File: src/rtl/cpu_pkg.sv
// Shared CPU definitions: condition codes, NZVC flag positions, writeback entry.
// Pure declarations, no latency.
// No flow control of its own.
package cpu_pkg;

  // Predicate encodings carried on the cond field
  localparam logic [3:0] COND_AL = 4'd0;
  localparam logic [3:0] COND_EQ = 4'd1;
  localparam logic [3:0] COND_NE = 4'd2;
  localparam logic [3:0] COND_CS = 4'd3;
  localparam logic [3:0] COND_CC = 4'd4;
  localparam logic [3:0] COND_MI = 4'd5;
  localparam logic [3:0] COND_PL = 4'd6;
  localparam logic [3:0] COND_VS = 4'd7;
  localparam logic [3:0] COND_VC = 4'd8;
  localparam logic [3:0] COND_HI = 4'd9;
  localparam logic [3:0] COND_LS = 4'd10;
  localparam logic [3:0] COND_GE = 4'd11;
  localparam logic [3:0] COND_LT = 4'd12;
  localparam logic [3:0] COND_GT = 4'd13;
  localparam logic [3:0] COND_LE = 4'd14;
  localparam logic [3:0] COND_NV = 4'd15;

  // Bit positions inside the NZVC nibble
  localparam int FLAG_N = 3;
  localparam int FLAG_Z = 2;
  localparam int FLAG_V = 1;
  localparam int FLAG_C = 0;

  // Register-file index width carried in the writeback entry
  localparam int WB_RD_W = 3;

  typedef struct packed {
    logic [15:0]        data;
    logic [WB_RD_W-1:0] rd;
    logic               we;
  } wb_entry_t;

  // Occupancy of the two-entry skid buffer
  typedef enum logic [1:0] {
    BUF_EMPTY = 2'd0,
    BUF_ONE   = 2'd1,
    BUF_FULL  = 2'd2
  } buf_state_t;

  // Evaluate a condition code against the current NZVC value
  function automatic logic cond_pass(input logic [3:0] c, input logic [3:0] nzvc);
    logic n, z, v, cy;
    n  = nzvc[FLAG_N];
    z  = nzvc[FLAG_Z];
    v  = nzvc[FLAG_V];
    cy = nzvc[FLAG_C];
    case (c)
      COND_AL: cond_pass = 1'b1;
      COND_EQ: cond_pass = z;
      COND_NE: cond_pass = ~z;
      COND_CS: cond_pass = cy;
      COND_CC: cond_pass = ~cy;
      COND_MI: cond_pass = n;
      COND_PL: cond_pass = ~n;
      COND_VS: cond_pass = v;
      COND_VC: cond_pass = ~v;
      COND_HI: cond_pass = cy & ~z;
      COND_LS: cond_pass = ~cy | z;
      COND_GE: cond_pass = (n == v);
      COND_LT: cond_pass = (n != v);
      COND_GT: cond_pass = ~z & (n == v);
      COND_LE: cond_pass = z | (n != v);
      default: cond_pass = 1'b0;
    endcase
  endfunction

endpackage

File: src/rtl/wb_skid_buf.sv
// Writeback buffer: single register, or 2-entry skid when ALU_WB_SKID_EN is defined.
// Latency: 1 cycle from accept to out_valid in both builds.
// Backpressure: single-register in_ready = ~out_valid | out_ready; skid in_ready = ~FULL from state flops.
module wb_skid_buf
  import cpu_pkg::*;
#(
  parameter int W = 20
) (
  input  logic         clk,
  input  logic         rst,
  input  logic         in_valid,
  output logic         in_ready,
  input  logic [W-1:0] in_data,
  output logic         out_valid,
  input  logic         out_ready,
  output logic [W-1:0] out_data
);

`ifdef ALU_WB_SKID_EN

  buf_state_t   r_state;
  buf_state_t   w_next;
  logic [W-1:0] r_head;
  logic [W-1:0] r_skid;
  logic         w_push;
  logic         w_pop;
  logic         w_ld_head;
  logic         w_ld_skid;
  logic         w_head_from_skid;

  // in_ready comes only from the state flops so out_ready never reaches it
  assign in_ready  = (r_state != BUF_FULL);
  assign out_valid = (r_state != BUF_EMPTY);
  assign out_data  = r_head;
  assign w_push    = in_valid & in_ready;
  assign w_pop     = out_valid & out_ready;

  // Next-state and load selects; a FULL buffer only drains
  always_comb begin
    w_next           = r_state;
    w_ld_head        = 1'b0;
    w_ld_skid        = 1'b0;
    w_head_from_skid = 1'b0;
    case (r_state)
      BUF_EMPTY: begin
        if (w_push) begin
          w_next    = BUF_ONE;
          w_ld_head = 1'b1;
        end
      end
      BUF_ONE: begin
        if (w_push && w_pop) begin
          w_ld_head = 1'b1;
        end else if (w_push) begin
          w_next    = BUF_FULL;
          w_ld_skid = 1'b1;
        end else if (w_pop) begin
          w_next = BUF_EMPTY;
        end
      end
      BUF_FULL: begin
        if (w_pop) begin
          w_next           = BUF_ONE;
          w_head_from_skid = 1'b1;
        end
      end
      default: w_next = BUF_EMPTY;
    endcase
  end

  // Occupancy register
  always_ff @(posedge clk) begin
    if (rst) r_state <= BUF_EMPTY;
    else     r_state <= w_next;
  end

  // Head holds the presented entry; skid catches the one arriving under stall
  always_ff @(posedge clk) begin
    if (rst) begin
      r_head <= '0;
      r_skid <= '0;
    end else begin
      if (w_ld_head)             r_head <= in_data;
      else if (w_head_from_skid) r_head <= r_skid;
      if (w_ld_skid)             r_skid <= in_data;
    end
  end

`else

  logic         r_vld;
  logic [W-1:0] r_dat;

  assign in_ready  = ~r_vld | out_ready;
  assign out_valid = r_vld;
  assign out_data  = r_dat;

  // Single pipeline register; a new entry may replace the one being retired
  always_ff @(posedge clk) begin
    if (rst) begin
      r_vld <= 1'b0;
      r_dat <= '0;
    end else if (in_valid && in_ready) begin
      r_vld <= 1'b1;
      r_dat <= in_data;
    end else if (out_ready) begin
      r_vld <= 1'b0;
    end
  end

`endif

endmodule

File: src/rtl/alu_wb_stage.sv
// ALU writeback stage: NZVC status register, condition predicate, buffered RF write port.
// Latency: accept in t gives out_valid and updated flags/alu_cin in t+1.
// Backpressure: in_ready from wb_skid_buf (ALU_WB_SKID_EN selects registered skid version).
module alu_wb_stage
  import cpu_pkg::*;
#(
  parameter int RD_W = WB_RD_W
) (
  input  logic            clk,
  input  logic            rst,
  input  logic            in_valid,
  output logic            in_ready,
  input  logic [15:0]     alu_sum,
  input  logic [3:0]      alu_nzvc,
  input  logic [RD_W-1:0] rd,
  input  logic            rd_we,
  input  logic            flag_we,
  input  logic [3:0]      cond,
  output logic            alu_cin,
  output logic [3:0]      flags,
  output logic            out_valid,
  input  logic            out_ready,
  output logic [15:0]     wb_data,
  output logic [RD_W-1:0] wb_rd,
  output logic            wb_we
);

  // The entry struct carries a fixed-width rd field; reject mismatched builds
  if (RD_W != WB_RD_W) begin : g_rd_w_check
    $error("alu_wb_stage: RD_W must equal cpu_pkg::WB_RD_W");
  end

  logic [3:0] r_flags;
  logic       w_in_ready;
  logic       w_accept;
  logic       w_pass;
  wb_entry_t  w_in_ent;
  wb_entry_t  w_out_ent;

  // Predicate sees the status register before this instruction's own update
  assign w_pass   = cond_pass(cond, r_flags);
  assign w_accept = in_valid & w_in_ready;
  assign w_in_ent = '{data: alu_sum, rd: rd, we: rd_we & w_pass};

  // Status register; a failed predicate suppresses the flag write
  always_ff @(posedge clk) begin
    if (rst)                             r_flags <= 4'b0000;
    else if (w_accept && flag_we && w_pass) r_flags <= alu_nzvc;
  end

  assign flags    = r_flags;
  assign alu_cin  = r_flags[FLAG_C];
  assign in_ready = w_in_ready;

  wb_skid_buf #(
    .W($bits(wb_entry_t))
  ) u_buf (
    .clk      (clk),
    .rst      (rst),
    .in_valid (in_valid),
    .in_ready (w_in_ready),
    .in_data  (w_in_ent),
    .out_valid(out_valid),
    .out_ready(out_ready),
    .out_data (w_out_ent)
  );

  assign wb_data = w_out_ent.data;
  assign wb_rd   = w_out_ent.rd;
  assign wb_we   = w_out_ent.we;

endmodule

File: config.mk
export PLATFORM = sky130hd
export DESIGN_NAME = alu_wb_stage
export DESIGN_NICKNAME = d
export VERILOG_FILES = /design/src/rtl/cpu_pkg.sv /design/src/rtl/wb_skid_buf.sv /design/src/rtl/alu_wb_stage.sv
export SDC_FILE = /design/constraint.sdc
export NUM_CORES = 1
export LEC_CHECK = 0
export CORE_ASPECT_RATIO = 0.8
export CORE_MARGIN = 2
export CORE_UTILIZATION = 38
export CTS_CLUSTER_SIZE = 20
export DETAILED_ROUTE_END_ITERATION = 12
export HOLD_SLACK_MARGIN = 0.08
export PLACE_DENSITY = 0.78
export SETUP_SLACK_MARGIN = 0.05
export SYNTH_ARGS = -nofsm -noshare
export SYNTH_HDL_FRONTEND = slang
export SYNTH_SLANG_ARGS = --single-unit
File: constraint.sdc
create_clock -name clk -period 1.95 [get_ports clk]
set_input_delay 0.195 -clock clk [delete_from_list [all_inputs] [get_ports clk]]
set_output_delay 0.195 -clock clk [all_outputs]
set_load 0.03 [all_outputs]
==> flow_summary_export.csv, run 1 <==
group,metric,value,unit
setup_path,cp_num_cells,1,
floorplan,start_util,40.37,%
cells_and_area,nNetsFinal,228,
logic_synthesis,ys_ff_latch,25,
setup_path,slowest_delay,0.74,ns
floorplan,die_x,64.83,um
cells_and_area,area_growth,56.84,%
clocking,htree_levels,1,
worst_hold_path,min_path_type,"reg -> reg",
worst_hold_path,worstHoldPathCells,2,
job,cap_viol_max_count,0,
timing,hold-worst-slack,0.4594,ns
timing,drv_slew,0,
cells_and_area,fillers,248,
cells_and_area,drive_above_1_share,5.670,%
floorplan,core_area,2786,um2
global_routing,first_global_vias,1112,
setup_path,crit_required,1.75,ns
timing,finalClockSkew,0.002451,ns
clocking,cts_hold_buf,0,
status,status,"finished clean",
clocking,cts-root-buf,"clkbuf_8",
clocking,worstSkewPairLatency,0.26,ns
clocking,cts_tree,"done",
setup_path,crit_family,"buffers and inverters",
cells_and_area,antennaDiodeCount,0,
logic_synthesis,syn_inst,140,
logic_synthesis,synth_fp_nets,173,
timing,rsz0062_at_grt,"no",
setup_path,slowest_stage,"clkdlybuf4s50_1",
global_routing,overflow,0,
logic_synthesis,synthFlopType,"dfxtp_1",
timing,period_minus_slack,1.731,ns
setup_path,worstSetupPathType,"reg -> out",
pwr,power_density,654.1,nW/um2
setup_path,worstPathCellList,"clkdlybuf4s50_1",
clocking,cts_setup_buffers,0,
placed_design,placed_cells,228,
placed_design,gp_congestion,0.7419,
detailed_routing,drt-pass1-iter-count,4,
detailed_routing,wl_per_cell,12.43,um
clocking,clk_path_buf_depth,2,
pwr,p_leak,0.6479,nW
detailed_routing,via_per_inst,4.978,
timing,hold_violations,0,
placed_design,hpwl,2225,um
detailed_routing,via_count,1155,
clocking,clkTransAtPathRegs,0.08,ns
global_routing,grt_first_pass_wirelength,4671,um
timing,setup_slack,0.2190,ns
cells_and_area,final_cell_area,1764,um2
timing,max_slew.worst_pin.slew,0.5432,ns
setup_path,ff2ff_path_depth,6,
setup_path,critPathMaxFanout,9,
pwr,peakVddDrop,0.5019,mV
detailed_routing,drc,0,
logic_synthesis,ys_types,24,
timing,max_freq,577.7,MHz
floorplan,die_h,52.66,um
setup_path,crit_arrival,1.54,ns
floorplan,dieArea,3414,um2
clocking,postCtsResizedCells,0,
logic_synthesis,synth-edff-count,0,
logic_synthesis,seq_area_frac_synth,44.49,%
setup_path,path_buf_inv,1,
global_routing,grt_max_degree,20,
logic_synthesis,async_flop_share,0,%
setup_path,startpoint_type,"register",
logic_synthesis,ys_warn_count,0,
cells_and_area,fin_cells,232,
detailed_routing,drtAntennaViolNets,0,
timing,tns,0,ns
global_routing,grt_usage,18.03,%
placed_design,place_area,1719,um2
detailed_routing,drt-initial-drc-count,33,
floorplan,pin_count,60,
clocking,clock_sinks,25,
floorplan,rows,17,
timing,relSlewSlack,63.68,%
logic_synthesis,syn_area,1125,um2
logic_synthesis,avgSynthCellArea,8.034,um2
global_routing,antenna_found_initial,0,
clocking,numCtsBuffers,3,
timing,setup_viol,0,
timing,period_share,88.77,%
placed_design,portBuffers,59,
detailed_routing,drt-total-wl,2884,um
setup_path,endpoint_kind,"output port",
placed_design,pre_cts_slack,0.01320,ns
[layer usage]
metal  GRT usage, %  vias up  wire (um)  share of wire [%]
met3          9.247        4        378                 13
met5              0        -          0                  0
met4          6.028        0         21               0.73
met2          30.58       57       1328                 46
met1          19.58      525       1155                 40
li1               -      569          -                  -
[sequential cells by signal (all words and copies together), names as in the netlist]
signal / flops
u_buf.out_data: 20
u_buf.out_valid: 1
flags: 4
[synthesized netlist by cell type (all sizes together), types with 2 or more instances]
library cell	count	area [um2]
nand2	44	165.2
o211ai	3	27.52
clkbuf	7	26.28
dfxtp	25	500.5
mux2	2	22.52
a21oi	21	105.1
nand2b	11	68.82
mux2i	6	60.06
nor3	2	10.01
nor2	2	7.510
o31ai	2	15.01
buf	5	40.04
a22oi	2	15.01
[final cells by class]
type	count	area, um2	share of cell area (%)
Timing Repair Buffer	62	613.1	34.75
Sequential cell	25	500.5	28.37
Multi-Input combinational cell	102	554.3	31.42
Tap cell	38	47.55	2.695
Clock buffer	4	45.04	2.553
Inverter	1	3.754	0.2128
[worst register-to-register path, stage by stage (launching register included)]
cell	delay [ns]
dfxtp_1	0.42
o31ai_1	0.34
a22oi_1	0.13
o21a_2	0.14
o211ai_2	0.17
and4_4	0.29
mux2i_1	0.18
[report_power, final]
group | internal [mW] | switching (mW)
logic | 0.152 | 0.148
registers | 0.539 | 0.0203
clock network | 0.146 | 0.149
[path summary, 6_finish.rpt]
| path | endpoint | from | slack [ns] |
|---|---|---|---|
| max | flags[3] | flags[3]$_SDFFE_PP0P_ | 0.22 |
| min | u_buf.out_data[10]$_SDFFE_PP0P_ | u_buf.out_data[10]$_SDFFE_PP0P_ | 0.46 |
| max reg2reg | flags[3]$_SDFFE_PP0P_ | flags[3]$_SDFFE_PP0P_ | 0.23 |
| min reg2reg | u_buf.out_data[10]$_SDFFE_PP0P_ | u_buf.out_data[10]$_SDFFE_PP0P_ | 0.46 |
[stage by stage]
stage	utilization, %	total power, mW
6_report	63.31	1.154
4_1_cts	63.31	1.172
5_1_grt	63.31	1.216
3_3_place_gp	61.70	0.8652
2_1_floorplan	-	0.7295
3_5_place_dp	61.70	0.8719
[cell usage in the layout, fill, tap and decap left out, types with 2 or more instances in the layout]
cell type	count
a22oi_1	2
clkdlybuf4s50_1	59
mux2_2	2
clkbuf_8	3
o211ai_1	2
buf_4	3
mux2i_1	6
dfxtp_1	25
nand2_1	44
nand2b_1	11
nor2_1	2
nor3_1	2
o31ai_1	2
a21oi_1	21
[logic make-up after synthesis]
family | count (synthesis) | share of synthesized area [%]
flops | 25 | 44.49
xor+xnor | 1 | 0.7788
compound gates | 30 | 16.02
simple gates | 63 | 25.14
buf+inv | 13 | 6.229
mux | 8 | 7.342
Note: power is estimated with default switching activity, not from simulation.
==> run 2: changes to the inputs <==
--- a/config.mk
+++ b/config.mk
@@ -5,13 +5,15 @@
 export SDC_FILE = /design/constraint.sdc
 export NUM_CORES = 1
 export LEC_CHECK = 0
+export ABC_AREA = 1
 export CORE_ASPECT_RATIO = 0.8
 export CORE_MARGIN = 2
-export CORE_UTILIZATION = 38
+export CORE_UTILIZATION = 39
+export CTS_CLUSTER_DIAMETER = 60
 export CTS_CLUSTER_SIZE = 20
 export DETAILED_ROUTE_END_ITERATION = 12
 export HOLD_SLACK_MARGIN = 0.08
-export PLACE_DENSITY = 0.78
+export PLACE_DENSITY = 0.79
 export SETUP_SLACK_MARGIN = 0.05
 export SYNTH_ARGS = -nofsm -noshare
 export SYNTH_HDL_FRONTEND = slang
==> flow_summary_export.csv, run 2 <==
group,metric,value,unit
cells_and_area,largest_reg_flops,20,
setup_path,worstSetupPathType,"in -> out",
logic_synthesis,synth_fp_nets,202,
timing,setup_viol,0,
global_routing,grt_first_pass_wirelength,4457,um
timing,hold-worst-slack,0.4842,ns
logic_synthesis,avgSynthCellArea,6.848,um2
floorplan,die_x,64.91,um
setup_path,crit_end,"in_ready",
clocking,clkTransAtPathRegs,0.08,ns
timing,tns,0,ns
global_routing,first_global_vias,1081,
logic_synthesis,synth_common_cells,"nor2_1 (44), nand2_1 (31), dfxtp_1 (25)",
logic_synthesis,syn_area,1157,um2
cells_and_area,antennaDiodeCount,0,
floorplan,core_area,2786,um2
timing,finalClockSkew,0.002747,ns
setup_path,rrSetupSlack,0.60,ns
clocking,cts_setup_buffers,0,
logic_synthesis,ys_ff_latch,25,
floorplan,pin_count,60,
floorplan,die_h,52.73,um
setup_path,critPathMaxFanout,3,
detailed_routing,drt-initial-drc-count,28,
timing,hold_violations,0,
cells_and_area,fillers,249,
logic_synthesis,async_flop_share,0,%
placed_design,place_area,1793,um2
setup_path,crit_start,"out_ready",
placed_design,gp_congestion,0.8552,
global_routing,grt_util_met2,31.62,%
global_routing,overflow,0,
setup_path,endpoint_kind,"output port",
cells_and_area,layout_commonest_cell,"clkdlybuf4s50_1",
placed_design,portBuffers,59,
detailed_routing,drt-total-wl,2681,um
timing,max_freq,606.2,MHz
global_routing,antenna_found_initial,0,
timing,period_share,84.59,%
worst_hold_path,min_path_type,"reg -> reg",
job,cap_viol_max_count,0,
pwr,p_total,1.290,mW
global_routing,grt_usage,16.94,%
floorplan,dieArea,3422,um2
global_routing,use_met3,4.946,%
logic_synthesis,seq_area_frac_synth,43.24,%
clocking,cts_hold_buf,0,
detailed_routing,drtAntennaViolNets,0,
logic_synthesis,synthTopCellsByArea,"dfxtp_1 (43%), nor2_1 (14%), nand2_1 (10%), o21ai_0 (5.2%), inv_1 (5.2%)",
timing,period_minus_slack,1.650,ns
detailed_routing,via_count,1203,
logic_synthesis,synth.most_common_cell,"nor2_1",
detailed_routing,via_per_inst,4.523,
detailed_routing,wl_per_cell,10.08,um
cells_and_area,layout_common_cells,"clkdlybuf4s50_1 (59), nor2_1 (44), nand2_1 (31)",
timing,relSlewSlack,63.76,%
pwr,power_density,701.8,nW/um2
global_routing,grt_max_degree,22,
timing,drv_slew,0,
clocking,worstSkewPairLatency,0.26,ns
global_routing,grt_busiest_layer,"met2",
logic_synthesis,synthFlopType,"dfxtp_1",
clocking,clock_sinks,25,
cells_and_area,area_growth,58.81,%
cells_and_area,drive_above_1_share,7.018,%
timing,rsz0062_at_grt,"no",
clocking,cts_tree,"done",
pwr,peakVddDrop,0.3148,mV
floorplan,start_util,41.54,%
clocking,clk_path_buf_depth,2,
cells_and_area,final_cell_area,1838,um2
pwr,p_leak,0.8002,nW
setup_path,r2r-end,"flags[0]$_SDFFE_PP0P_",
setup_path,ff2ff_path_depth,11,
logic_synthesis,synth-edff-count,0,
detailed_routing,drt-pass1-iter-count,4,
logic_synthesis,syn_inst,169,
setup_path,r2r-start,"flags[1]$_SDFFE_PP0P_",
clocking,numCtsBuffers,3,
clocking,cts-root-buf,"clkbuf_8",
global_routing,grt_use_met1,18.57,%
logic_synthesis,ys_types,18,
setup_path,crit_arrival,1.45,ns
logic_synthesis,ys_warn_count,0,
detailed_routing,drc,0,
clocking,htree_levels,1,
setup_path,crit_required,1.75,ns
timing,max_slew.worst_pin.slew,0.5429,ns
logic_synthesis,synth_top_cell_by_area,"dfxtp_1",
setup_path,startpoint_type,"input pin",
clocking,postCtsResizedCells,0,
status,status,"finished clean",
floorplan,rows,17,
placed_design,hpwl,2080,um
logic_synthesis,synth_top_area_share,43.24,%
cells_and_area,nNetsFinal,262,
run 2: changes by cell type after synthesis, sizes merged, moves of 6 or more:
cell,change
nand3,+9
o21ai,+21
nor2,+44
inv,+15
mux2i,-6
nand2,-8
nand2b,-11
a21oi,-13
run 2: worst min path at each step:
| stage | from | to | slack (ns) | cells after the start |
|---|---|---|---|---|
| floorplan | rst | u_buf.out_valid$_SDFFE_PP0P_ | 0.26 | 1 |
| global placement | u_buf.out_data[8]$_SDFFE_PP0P_ | u_buf.out_data[8]$_SDFFE_PP0P_ | 0.46 | 2 |
| detailed placement | u_buf.out_data[19]$_SDFFE_PP0P_ | u_buf.out_data[19]$_SDFFE_PP0P_ | 0.47 | 2 |
| CTS | u_buf.out_data[4]$_SDFFE_PP0P_ | u_buf.out_data[4]$_SDFFE_PP0P_ | 0.49 | 2 |
| global route | u_buf.out_data[4]$_SDFFE_PP0P_ | u_buf.out_data[4]$_SDFFE_PP0P_ | 0.51 | 2 |
| finish | u_buf.out_data[19]$_SDFFE_PP0P_ | u_buf.out_data[19]$_SDFFE_PP0P_ | 0.48 | 2 |
run 2: worst max-delay path: stages:
cell and delay [ns]:
clkdlybuf4s50_1 0.45, inv_1 0.03, nand2_1 0.10, clkdlybuf4s50_1 0.68
run 2: per-stage QoR:
| step | std cells | utilization [%] | setup WS, ns |
|---|---|---|---|
| 3_5_place_dp | 262 | 64.35 | 0.2890 |
| 2_1_floorplan | 169 | - | 0.4684 |
| 5_1_grt | 266 | 65.96 | 0.2457 |
| 6_report | 266 | 65.96 | 0.3005 |
| 3_3_place_gp | 262 | 64.35 | 0.3049 |
| 4_1_cts | 266 | 65.96 | 0.2949 |
run 2: routing by layer:
layer,up-vias,wire (um)
met5,-,0
met4,0,14
met2,37,1265
met3,2,164
met1,520,1237
li1,644,-
run 2: cells by family after synthesis:
family | count (synthesis) | synth area share, %
compound gates | 29 | 12.86
buf+inv | 23 | 8.432
simple gates | 92 | 35.46
flops | 25 | 43.24
run 2: final cells by class:
| cell class | instances | area, um2 | area share, % |
|---|---|---|---|
| clock buffers | 4 | 45.04 | 2.451 |
| inverters | 16 | 60.06 | 3.268 |
| multi-input cells | 121 | 559.3 | 30.43 |
| flip-flops and latches | 25 | 500.5 | 27.23 |
| well taps | 38 | 47.55 | 2.587 |
| repair buffers | 62 | 625.6 | 34.04 |
run 2: where the power goes:
part / internal, mW / leakage, nW / total (mW) / switching, mW
clock: 0.146 / 0.0228 / 0.293 / 0.148
sequential: 0.552 / 0.207 / 0.577 / 0.0258
combinational: 0.192 / 0.570 / 0.419 / 0.227
total: 0.890 / 0.800 / 1.29 / 0.400
==> patch 1 (flow settings as in run 1) <==
Build with the macro `ALU_WB_SKID_EN` defined.
--- a/src/rtl/wb_skid_buf.sv
+++ b/src/rtl/wb_skid_buf.sv
@@ -2,4 +2,6 @@
 // Latency: 1 cycle from accept to out_valid in both builds.
 // Backpressure: single-register in_ready = ~out_valid | out_ready; skid in_ready = ~FULL from state flops.
+`define ALU_WB_SKID_EN
+
 module wb_skid_buf
   import cpu_pkg::*;
Formal check against the unedited RTL: not equivalent (Yosys sat finds a counterexample within 4 cycles, from zero or initial values and one cycle with rst high).
==> patch 1 against run 1 <==
- worst setup slack lost 0.069 ns
- maximum frequency shrank 3.8%
- routed wire length grew 73%
- die area grew 80%
- count of clock-buffer cells in the layout grew 2
- sequential cell count grew 21
- global-route usage shrank 1.6 points
- design area grew 67%
- critical endpoint is now flags[2]
- total power grew 100%
- synthesized area grew 87%
- first-iteration DRC count grew 73%
==> patch 1: results (changes against run 1) <==
<table>
<tr><th>Metric</th><th>Value</th></tr>
<tr><th colspan="2">Status</th></tr>
<tr><td>Status</td><td>complete, no violations (unchanged)</td></tr>
<tr><th colspan="2">Finish</th></tr>
<tr><td>Fraction of final layout cells sized beyond drive strength 1</td><td>0.118 (was 0.0567)</td></tr>
<tr><td>Share of the final layout cell area in sequential cells</td><td>0.314 (was 0.284)</td></tr>
<tr><td>Area taken by multi-input logic gates</td><td>1110 sq um (was 554 sq um)</td></tr>
<tr><td>Count of clock buffers in the final design</td><td>6 (was 4)</td></tr>
<tr><td>Filler Cell Count</td><td>481 (was 248)</td></tr>
<tr><td>Count of flip-flops and latches</td><td>46 (was 25)</td></tr>
<tr><th colspan="2">GRT</th></tr>
<tr><td>First-pass GRT wire length</td><td>8170 microns (was 4670 microns)</td></tr>
<tr><td>Number of global-route vias before repair</td><td>1769 (was 1112)</td></tr>
<tr><td>Largest net degree at the start of global routing</td><td>28 (was 20)</td></tr>
<tr><th colspan="2">Pwr</th></tr>
<tr><td>Worst IR drop on VDD</td><td>496 uV (was 502 uV)</td></tr>
<tr><td>Leakage power of the design</td><td>1.21 nW (was 0.648 nW)</td></tr>
<tr><td>Logic gate share of total power</td><td>0.194 (was 0.260)</td></tr>
<tr><th colspan="2">Placed design</th></tr>
<tr><td>Final Wtd Congestion</td><td>0.857 (was 0.742)</td></tr>
<tr><th colspan="2">Synthesis</th></tr>
<tr><td>Net count after synthesis</td><td>277 (was 173)</td></tr>
<tr><th colspan="2">Detailed routing</th></tr>
<tr><td>Routed wirelength normalized by instance count</td><td>13.5 microns (was 12.4 microns)</td></tr>
<tr><td>Vias per Instance</td><td>5.09 (was 4.98)</td></tr>
<tr><th colspan="2">Clock network</th></tr>
<tr><td>CTS buffer count</td><td>5 (was 3)</td></tr>
<tr><td>Maximum level of the CTS H-tree</td><td>2 (was 1)</td></tr>
<tr><th colspan="2">Critical path</th></tr>
<tr><td>Max FO, Critical Path</td><td>8 (was 9)</td></tr>
</table>
-- patch 1: cell count changes after synthesis, sizes merged, moves of 3 or more --
cell	before	now
a211oi	0	19
a21oi	21	25
clkbuf	7	12
dfxtp	25	46
mux2i	6	25
nor2	2	24
nor2b	0	3
o211ai	3	0
o21ai	0	3
-- patch 1: worst paths after layout --
path / startpoint / end / slack [ns] / depth (start not counted)
min: rst / u_buf.r_state[0] / 0.33 / 2
max: cond[0] / flags[2] / 0.15 / 8
min reg2reg: u_buf.r_skid[5] / u_buf.r_skid[5] / 0.46 / 2
max reg2reg: flags[2] / u_buf.out_data[0] / 0.16 / 6
-- patch 1: cells by family (layout without fill, tap and decap cells) --
group | after synthesis | in the layout
buffers and inverters | 20 | 81
AND/OR/NAND/NOR | 98 | 98
AO/OA/AOI/OAI | 52 | 52
XOR/XNOR | 1 | 1
flip-flops | 46 | 46
multiplexers | 27 | 27
-- patch 1: stage by stage --
stage / area (sq um) / setup TNS (ns) / worst slack [ns] / utilization / hold slack (ns)
after floorplan: 2100 / 0 / 0.0837 / - / 0.331
after global placement: 2780 / -0.800 / -0.144 / 0.517 / 0.441
after detailed placement: 2780 / -1.23 / -0.236 / 0.517 / 0.446
after CTS: 2920 / 0 / 0.0820 / 0.544 / 0.326
after global routing: 2950 / 0 / 0.0290 / 0.549 / 0.356
final: 2950 / 0 / 0.150 / 0.549 / 0.329
-- patch 1: layer usage --
layer | share of wire | GRT usage | vias up
met3 | 0.058 | 0.0402 | 5
met4 | 0.0058 | 0.0365 | 0
li1 | - | - | 959
met5 | 0 | 0 | -
met2 | 0.45 | 0.254 | 62
met1 | 0.49 | 0.233 | 858
==> patch 2 (config.mk and constraints of run 1) <==
Without the edit above. Put one more register stage on the output `flags`, with the module's reset. The value now appears one clock later. The other outputs are not delayed to match. Comments in the files are not updated.
--- a/src/rtl/alu_wb_stage.sv
+++ b/src/rtl/alu_wb_stage.sv
@@ -49,5 +49,11 @@
   end
 
-  assign flags    = r_flags;
+  always_ff @(posedge clk) begin
+    if (rst) begin
+      flags <= '0;
+    end else begin
+      flags <= r_flags;
+    end
+  end
   assign alu_cin  = r_flags[FLAG_C];
   assign in_ready = w_in_ready;
Formal check against the unedited RTL: not equivalent (Yosys sat finds a counterexample within 4 cycles, from zero or initial values and one cycle with rst high).
==> patch 2 against run 1 <==
- sequential cell count up 4
- routed wire length increased by 9.6%
- design area rose by 10%
- sequential power grew 15%
- total power up 22%
- worst setup slack lost 0.054 ns
- highest routed layer unchanged
- synthesized area increased by 9.3%
- sequential share of layout area grew 1.6 points
==> patch 2: results (changes against run 1) <==
<table>
<tr><th>Metric</th><th>Value</th></tr>
<tr><th colspan="2">Finish</th></tr>
<tr><td>Fraction of final layout cells sized beyond drive strength 1</td><td>0.117 (was 0.0567)</td></tr>
<tr><td>Filler Cell Count</td><td>257 (was 248)</td></tr>
<tr><th colspan="2">Clock network</th></tr>
<tr><td>CTS buffer count</td><td>5 (was 3)</td></tr>
<tr><td>Maximum level of the CTS H-tree</td><td>2 (was 1)</td></tr>
<tr><th colspan="2">Placed design</th></tr>
<tr><td>Setup Slack @ Placement</td><td>-0.176 ns (was 0.0132 ns)</td></tr>
<tr><td>Final Wtd Congestion</td><td>0.912 (was 0.742)</td></tr>
<tr><td>Placed insts</td><td>238 (was 228)</td></tr>
<tr><th colspan="2">Synthesis</th></tr>
<tr><td>Proportion of synthesized area in mux cells</td><td>0.0834 (was 0.0734)</td></tr>
<tr><td>Largest cells by area after synthesis</td><td>sky130_fd_sc_hd__dfxtp_1 47%, sky130_fd_sc_hd__nand2_1 13%, sky130_fd_sc_hd__a21oi_1 8.5% (was sky130_fd_sc_hd__dfxtp_1 44%, sky130_fd_sc_hd__nand2_1 15%, sky130_fd_sc_hd__a21oi_1 9.3%)</td></tr>
<tr><td>Share of the synthesized netlist area taken by xor and xnor gates</td><td>0.00712 (was 0.00779)</td></tr>
<tr><td>Net count after synthesis</td><td>176 (was 173)</td></tr>
<tr><th colspan="2">Timing</th></tr>
<tr><td>Post-route worst hold slack</td><td>0.453 ns (was 0.459 ns)</td></tr>
<tr><th colspan="2">Critical path</th></tr>
<tr><td>Reg-to-reg critical path endpoint</td><td>r_flags[3] (was flags[3])</td></tr>
<tr><td>Worst stage delay on the critical path</td><td>0.41 ns (was 0.74 ns)</td></tr>
<tr><td>Max FO, Critical Path</td><td>8 (was 9)</td></tr>
<tr><td>Largest delay contributor family on the critical path</td><td>multiplexers (was buffers and inverters)</td></tr>
<tr><td>Worst Path Arrival</td><td>1.94 ns (was 1.54 ns)</td></tr>
<tr><th colspan="2">GRT</th></tr>
<tr><td>Number of global-route vias before repair</td><td>1147 (was 1112)</td></tr>
<tr><td>Overall routing resource usage</td><td>0.193 (was 0.180)</td></tr>
<tr><td>GR Layer Usage met1</td><td>0.232 (was 0.196)</td></tr>
<tr><th colspan="2">Pwr</th></tr>
<tr><td>Leakage power of the design</td><td>0.754 nW (was 0.648 nW)</td></tr>
<tr><td>Logic gate share of total power</td><td>0.218 (was 0.260)</td></tr>
<tr><td>Worst IR drop on VDD</td><td>469 uV (was 502 uV)</td></tr>
<tr><td>Switching power summed over all nets</td><td>0.370 mW (was 0.317 mW)</td></tr>
<tr><th colspan="2">Worst hold path</th></tr>
<tr><td>Hold endpoint</td><td>u_buf.out_data[14] (was u_buf.out_data[10])</td></tr>
<tr><th colspan="2">Detailed routing</th></tr>
<tr><td>Routed wirelength normalized by instance count</td><td>12.9 microns (was 12.4 microns)</td></tr>
<tr><td>Number of DRC markers after the initial detailed-route iteration</td><td>14 (was 33)</td></tr>
<tr><th colspan="2">Status</th></tr>
<tr><td>Status</td><td>complete, no violations (unchanged)</td></tr>
</table>
## patch 2: cell types whose count changed after synthesis
cell | before | now
sky130_fd_sc_hd__o21a_2 | 1 | 0
sky130_fd_sc_hd__buf_6 | 2 | 4
sky130_fd_sc_hd__mux2_4 | 0 | 4
sky130_fd_sc_hd__buf_2 | 2 | 0
sky130_fd_sc_hd__dfxtp_1 | 25 | 29
sky130_fd_sc_hd__or2b_1 | 1 | 0
sky130_fd_sc_hd__nor2b_1 | 0 | 7
sky130_fd_sc_hd__nor2b_2 | 0 | 1
sky130_fd_sc_hd__nand2b_1 | 11 | 4
sky130_fd_sc_hd__buf_4 | 1 | 0
sky130_fd_sc_hd__o21a_1 | 0 | 1
sky130_fd_sc_hd__mux2i_1 | 6 | 2
## patch 2: area by class of cell
cell class,instances,area [sq um],share of cell area
sequential,29,583,0.299
inverter,1,3.75,0.00193
tap,40,50.0,0.0257
clock buffer,8,80.1,0.0411
timing repair buffer,66,648,0.333
multi-input combinational,102,582,0.299
